==> config.mk <==
export PLATFORM = sky130hd
export DESIGN_NAME = sdft_bin_reader
export DESIGN_NICKNAME = d
export VERILOG_FILES = /design/src/rtl/sdft_bin_reader.sv
export SDC_FILE = /design/constraint.sdc
export NUM_CORES = 1
export LEC_CHECK = 0
export CORE_MARGIN = 5
export CORE_UTILIZATION = 30
export CTS_CLUSTER_DIAMETER = 40
export DETAILED_ROUTE_END_ITERATION = 8
export HOLD_SLACK_MARGIN = 0.1
export PLACE_DENSITY = 0.57
export SLEW_MARGIN = 20
export SYNTH_ARGS = -nofsm -noshare
export SYNTH_HDL_FRONTEND = slang
export SYNTH_SLANG_ARGS = --single-unit
==> constraint.sdc <==
create_clock -name clk -period 8.1 [get_ports clk]
set_input_delay 2.025 -clock clk [delete_from_list [all_inputs] [get_ports clk]]
set_output_delay 2.025 -clock clk [all_outputs]
set_load 0.01 [all_outputs]
==> src/rtl/sdft_bin_reader.sv <==
// Frame reader for the sdft bin RAM: walks every bin after a rising edge of sdft_ready
// and streams an alpha-max-beta-min magnitude per bin over a valid/accept handshake.
//
// state | meaning
// IDLE  | waiting for a rising edge of sdft_ready
// READ  | bin_addr presented to the bin RAM, waiting one cycle of read latency
// CAPT  | RAM data valid; absolute values of real/imag registered
// CALC  | magnitude, bin index and last flag registered; mag_valid raised
// HOLD  | outputs frozen until the sink accepts
module sdft_bin_reader #(
  parameter  int data_width = 8,
  parameter  int freq_bins  = 16,
  localparam int BW         = 2 * data_width + 1,
  localparam int AW         = $clog2(freq_bins)
) (
  input  logic                 clk,
  input  logic                 reset_n,
  input  logic                 sdft_ready,
  output logic [AW-1:0]        bin_addr,
  input  logic signed [BW-1:0] bin_real,
  input  logic signed [BW-1:0] bin_imag,
  output logic [BW-1:0]        mag,
  output logic [AW-1:0]        mag_bin,
  output logic                 mag_valid,
  output logic                 mag_last,
  input  logic                 mag_accept,
  output logic                 busy,
  output logic                 frame_drop
);

  typedef enum logic [2:0] {
    IDLE = 3'd0,
    READ = 3'd1,
    CAPT = 3'd2,
    CALC = 3'd3,
    HOLD = 3'd4
  } state_t;

  state_t          r_state;
  state_t          w_state_nxt;

  logic            r_ready_q;
  logic [AW-1:0]   r_bin_addr;
  logic [BW-1:0]   r_ar;
  logic [BW-1:0]   r_ai;
  logic [BW-1:0]   r_mag;
  logic [AW-1:0]   r_mag_bin;
  logic            r_mag_valid;
  logic            r_mag_last;
  logic            r_frame_drop;

  logic            w_start;
  logic            w_abort;
  logic            w_xfer;
  logic [BW-1:0]   w_abs_re;
  logic [BW-1:0]   w_abs_im;
  logic [BW-1:0]   w_mx;
  logic [BW-1:0]   w_mn;
  logic [BW+1:0]   w_mn3;
  logic [BW-1:0]   w_mag;

  assign w_start = (r_state == IDLE) && sdft_ready && !r_ready_q;
  assign w_abort = (r_state != IDLE) && !sdft_ready;
  assign w_xfer  = (r_state == HOLD) && r_mag_valid && mag_accept;

  // Negating the most negative value wraps to 2^(BW-1), which is exact as unsigned.
  assign w_abs_re = bin_real[BW-1] ? $unsigned(-bin_real) : $unsigned(bin_real);
  assign w_abs_im = bin_imag[BW-1] ? $unsigned(-bin_imag) : $unsigned(bin_imag);

  assign w_mx  = (r_ar >= r_ai) ? r_ar : r_ai;
  assign w_mn  = (r_ar >= r_ai) ? r_ai : r_ar;
  assign w_mn3 = {2'b00, w_mn} + {1'b0, w_mn, 1'b0};
  // mx + 3/8*mn never exceeds 1.375 * 2^(BW-1), so the BW-bit sum cannot wrap.
  assign w_mag = w_mx + BW'(w_mn3 >> 3);

  always_ff @(posedge clk or negedge reset_n) begin
    if (!reset_n) begin
      r_state <= IDLE;
    end else begin
      r_state <= w_state_nxt;
    end
  end

  always_comb begin
    w_state_nxt = r_state;
    case (r_state)
      IDLE: if (w_start) w_state_nxt = READ;
      READ: w_state_nxt = CAPT;
      CAPT: w_state_nxt = CALC;
      CALC: w_state_nxt = HOLD;
      HOLD: if (w_xfer) w_state_nxt = r_mag_last ? IDLE : READ;
      default: w_state_nxt = IDLE;
    endcase
    if (w_abort) w_state_nxt = IDLE;
  end

  always_ff @(posedge clk or negedge reset_n) begin
    if (!reset_n) begin
      r_ready_q    <= 1'b1;
      r_bin_addr   <= '0;
      r_ar         <= '0;
      r_ai         <= '0;
      r_mag        <= '0;
      r_mag_bin    <= '0;
      r_mag_valid  <= 1'b0;
      r_mag_last   <= 1'b0;
      r_frame_drop <= 1'b0;
    end else begin
      r_ready_q    <= sdft_ready;
      r_frame_drop <= w_abort;
      if (w_abort) begin
        r_bin_addr  <= '0;
        r_mag_valid <= 1'b0;
        r_mag_last  <= 1'b0;
      end else begin
        case (r_state)
          IDLE: if (w_start) r_bin_addr <= '0;
          CAPT: begin
            r_ar <= w_abs_re;
            r_ai <= w_abs_im;
          end
          CALC: begin
            r_mag       <= w_mag;
            r_mag_bin   <= r_bin_addr;
            r_mag_last  <= (r_bin_addr == AW'(freq_bins - 1));
            r_mag_valid <= 1'b1;
          end
          HOLD: begin
            if (w_xfer) begin
              r_mag_valid <= 1'b0;
              r_bin_addr  <= r_mag_last ? '0 : r_bin_addr + 1'b1;
            end
          end
          default: ;
        endcase
      end
    end
  end

  assign bin_addr   = r_bin_addr;
  assign mag        = r_mag;
  assign mag_bin    = r_mag_bin;
  assign mag_valid  = r_mag_valid;
  assign mag_last   = r_mag_last;
  assign busy       = (r_state != IDLE);
  assign frame_drop = r_frame_drop;

endmodule
==> out/qor.csv <==
stage,metric,value,unit
timing,RSZ-0062 raised after global routing,no,
cells_and_area,"commonest non-fill, non-tap cell in the layout",nand2_1,
die,die area,0.02053,mm²
cts,Root Driver,clkbuf_16,
cells_and_area,most frequent cells in the layout,"nand2_1 (113), o21ai_0 (103), dfrtp_1 (65), clkdlybuf4s50_1 (65), ha_1 (50)",
cts,buffer depth of the longest clock path,2,
global_route,largest net degree at the start of global routing,67,
setup_path,Worst path top cell family by delay,compound AO/OA/AOI/OAI gates,
drt,drt first pass iters,4,
synthesis,mapped cell area,0.005329,mm²
synthesis,Post-Syn Area per Cell,8.111,µm²
hold_path,worst hold path class,flop to flop,
die,Initial Util,30.70,%
die,core outline area,0.01736,mm²
cells_and_area,area of the multi-input gates,0.003436,mm²
cts,H-tree levels,3,
die,DIE WIDTH,143.3,µm
setup_path,WP data arrival,6.16,ns
synthesis,"FF+latch count, synth",66,
global_route,first-pass GRT wire length,21270,µm
setup_path,Startpoint Class,flop,
cts,Post-CTS Resized,0,
setup_path,worst path bufs/invs,1,
global_route,vias in the first global route,4234,
synthesis,Post-Synthesis Cells,657,
die,# rows,48,
cts,clock slew at reported path FFs,0.05,ns
cts,Num CTS Buffers,9,
timing,Total Neg Setup Slack,0,ns
timing,fin crit share,73.61,%
setup_path,CP max stage delay,0.41,ns
synthesis,number of library cell types mapped by synthesis,55,
drt,Final Routed Wirelength,12440,µm
timing,Clock Skews,0.005695,ns
cts,hold bufs inserted after CTS,0,
placement,gp weighted congestion,0.8410,
cts,"Clk Latency, worst-skew pair",0.33,ns
synthesis,"Primary FF master, synth",dfrtp_1,
die,Ports,67,
setup_path,type of the worst setup path,flop to flop,
global_route,gr usage total,12.70,%
job,Max Cap Viol,0,
timing,FMAX,167.7,MHz
timing,min Tclk post-route,5.962,ns
cells_and_area,fillers,1785,
timing,final setup violation count,0,
placement,dpl hpwl,9877,µm
global_route,antenna violations before repair,0,
synthesis,fraction of registers with async set/reset,100.0,%
synthesis,Synthesized Nets,746,
cts,clock sinks,66,
cells_and_area,Area Growth Syn to Fin,21.91,%
setup_path,crit path max-delay cell type,dfrtp_1,
cts,setup bufs post-CTS,0,
cells_and_area,# nets final,804,
synthesis,yosys warns,0,
timing,final slew viol count,0,
die,Die H,143.3,µm
global_route,final global-route overflow total,0,
timing,worst slew pin tran,0.8411,ns
setup_path,CP Max Fanout,42,
synthesis,register area share after synthesis,31.02,%
timing,Max transition margin,43.92,%
cells_and_area,Antenna Cells,0,
status,status,"finished, final reports clean",
cells_and_area,register area,0.001653,mm²
drt,DR vias,4533,
drt,Via density,4.802,
drt,initial DRC count,221,
cells_and_area,share of cells above drive strength 1,5.981,%
setup_path,critical path required time,8.30,ns
drt,drt drc,0,
drt,"antenna viol nets, final",0,
placement,Port Buf Inserts,66,
drt,DR WL/cell,13.17,µm
setup_path,Worst Setup End Kind,flop,
timing,"Hold Vio Cnt, Final",0,
synthesis,Post-synth EDFFs,0,
cts,CTS tree,built,
-- sequential cells by signal (all words and copies together) (netlist names) --
register	flops
r_state	3
r_ai	17
bin_addr	4
frame_drop	1
r_ready_q	1
mag_valid	1
mag_last	1
r_ar	17
mag_bin	4
mag	17
-- cells in the mapped netlist (6+ instances only) --
| master | instances | area, µm² |
|---|---|---|
| o31ai_1 | 8 | 60.06 |
| nor2_1 | 28 | 105.1 |
| ha_1 | 50 | 625.6 |
| nand3_1 | 12 | 60.06 |
| xor2_1 | 25 | 219.0 |
| inv_1 | 39 | 146.4 |
| o21ai_0 | 104 | 520.5 |
| nor3_1 | 6 | 30.03 |
| dfrtp_1 | 65 | 1627 |
| nand2_1 | 113 | 424.2 |
| mux2_2 | 7 | 78.83 |
| xnor2_1 | 33 | 289.0 |
| clkbuf_1 | 21 | 78.83 |
| or3_1 | 6 | 37.54 |
| a21o_1 | 12 | 90.09 |
| a21oi_1 | 37 | 185.2 |
-- area by class of cell --
cell class / count / area share (%)
clock buffer: 12 / 3.794
clock inverter: 3 / 0.6163
inverter: 39 / 2.253
multi-input combinational: 528 / 52.89
sequential: 66 / 25.44
tap: 225 / 4.334
timing repair buffer: 71 / 10.67
-- tightest hold or removal path, stage by stage, from the launching register on --
cell	delay, ns
dfrtp_1	0.34
nand2_1	0.04
o21ai_0	0.06
-- path summary, 6_finish.rpt --
| kind | start | endpoint | slack, ns | cells past startpoint |
|---|---|---|---|---|
| hold reg to reg | mag[3]$_DFFE_PN0P_ | mag[3]$_DFFE_PN0P_ | 0.47 | 2 |
| max in group asynchronous | reset_n | mag[16]$_DFFE_PN0P_ | 5.66 | 2 |
| hold / removal | mag[3]$_DFFE_PN0P_ | mag[3]$_DFFE_PN0P_ | 0.47 | 2 |
| min in group asynchronous | reset_n | r_ai[1]$_DFFE_PN0P_ | 1.88 | 2 |
| setup reg to reg | r_ai[0]$_DFFE_PN0P_ | mag[16]$_DFFE_PN0P_ | 2.14 | 26 |
| setup / recovery | r_ai[0]$_DFFE_PN0P_ | mag[16]$_DFFE_PN0P_ | 2.14 | 26 |
-- metal layers --
layer	up-vias	routed length (µm)	GRT usage [%]
li1	2434	-	-
met2	86	5000	18.15
met1	2001	6721	19.33
met3	12	589	2.646
met4	0	126	3.271
met5	-	0	0
-- metrics by stage --
stage | hold WS (ns) | utilization, % | area, µm² | setup slack, ns | std cells
final | 0.4726 | 37.43 | 6496 | 2.138 | 944
after global routing | 0.4951 | 37.43 | 6496 | 1.679 | 944
after CTS | 0.4828 | 37.43 | 6496 | 2.144 | 944
after detailed placement | 0.4710 | 35.78 | 6210 | 2.181 | 929
after global placement | 0.4640 | 35.78 | 6210 | 2.262 | 929
after floorplan | 0.4498 | - | 5329 | 2.222 | 657
-- kinds of logic after synthesis --
| kind of cell | after synthesis | synth area share [%] |
|---|---|---|
| compound gates | 206 | 23.46 |
| buf+inv | 63 | 4.508 |
| fa+ha+maj | 52 | 12.30 |
| flops | 66 | 31.02 |
| simple gates | 201 | 16.95 |
| mux | 11 | 2.231 |
| xor+xnor | 58 | 9.533 |
Power is not shown: default switching activity piles up to over one toggle a cycle in this logic, so the estimate is an artifact.
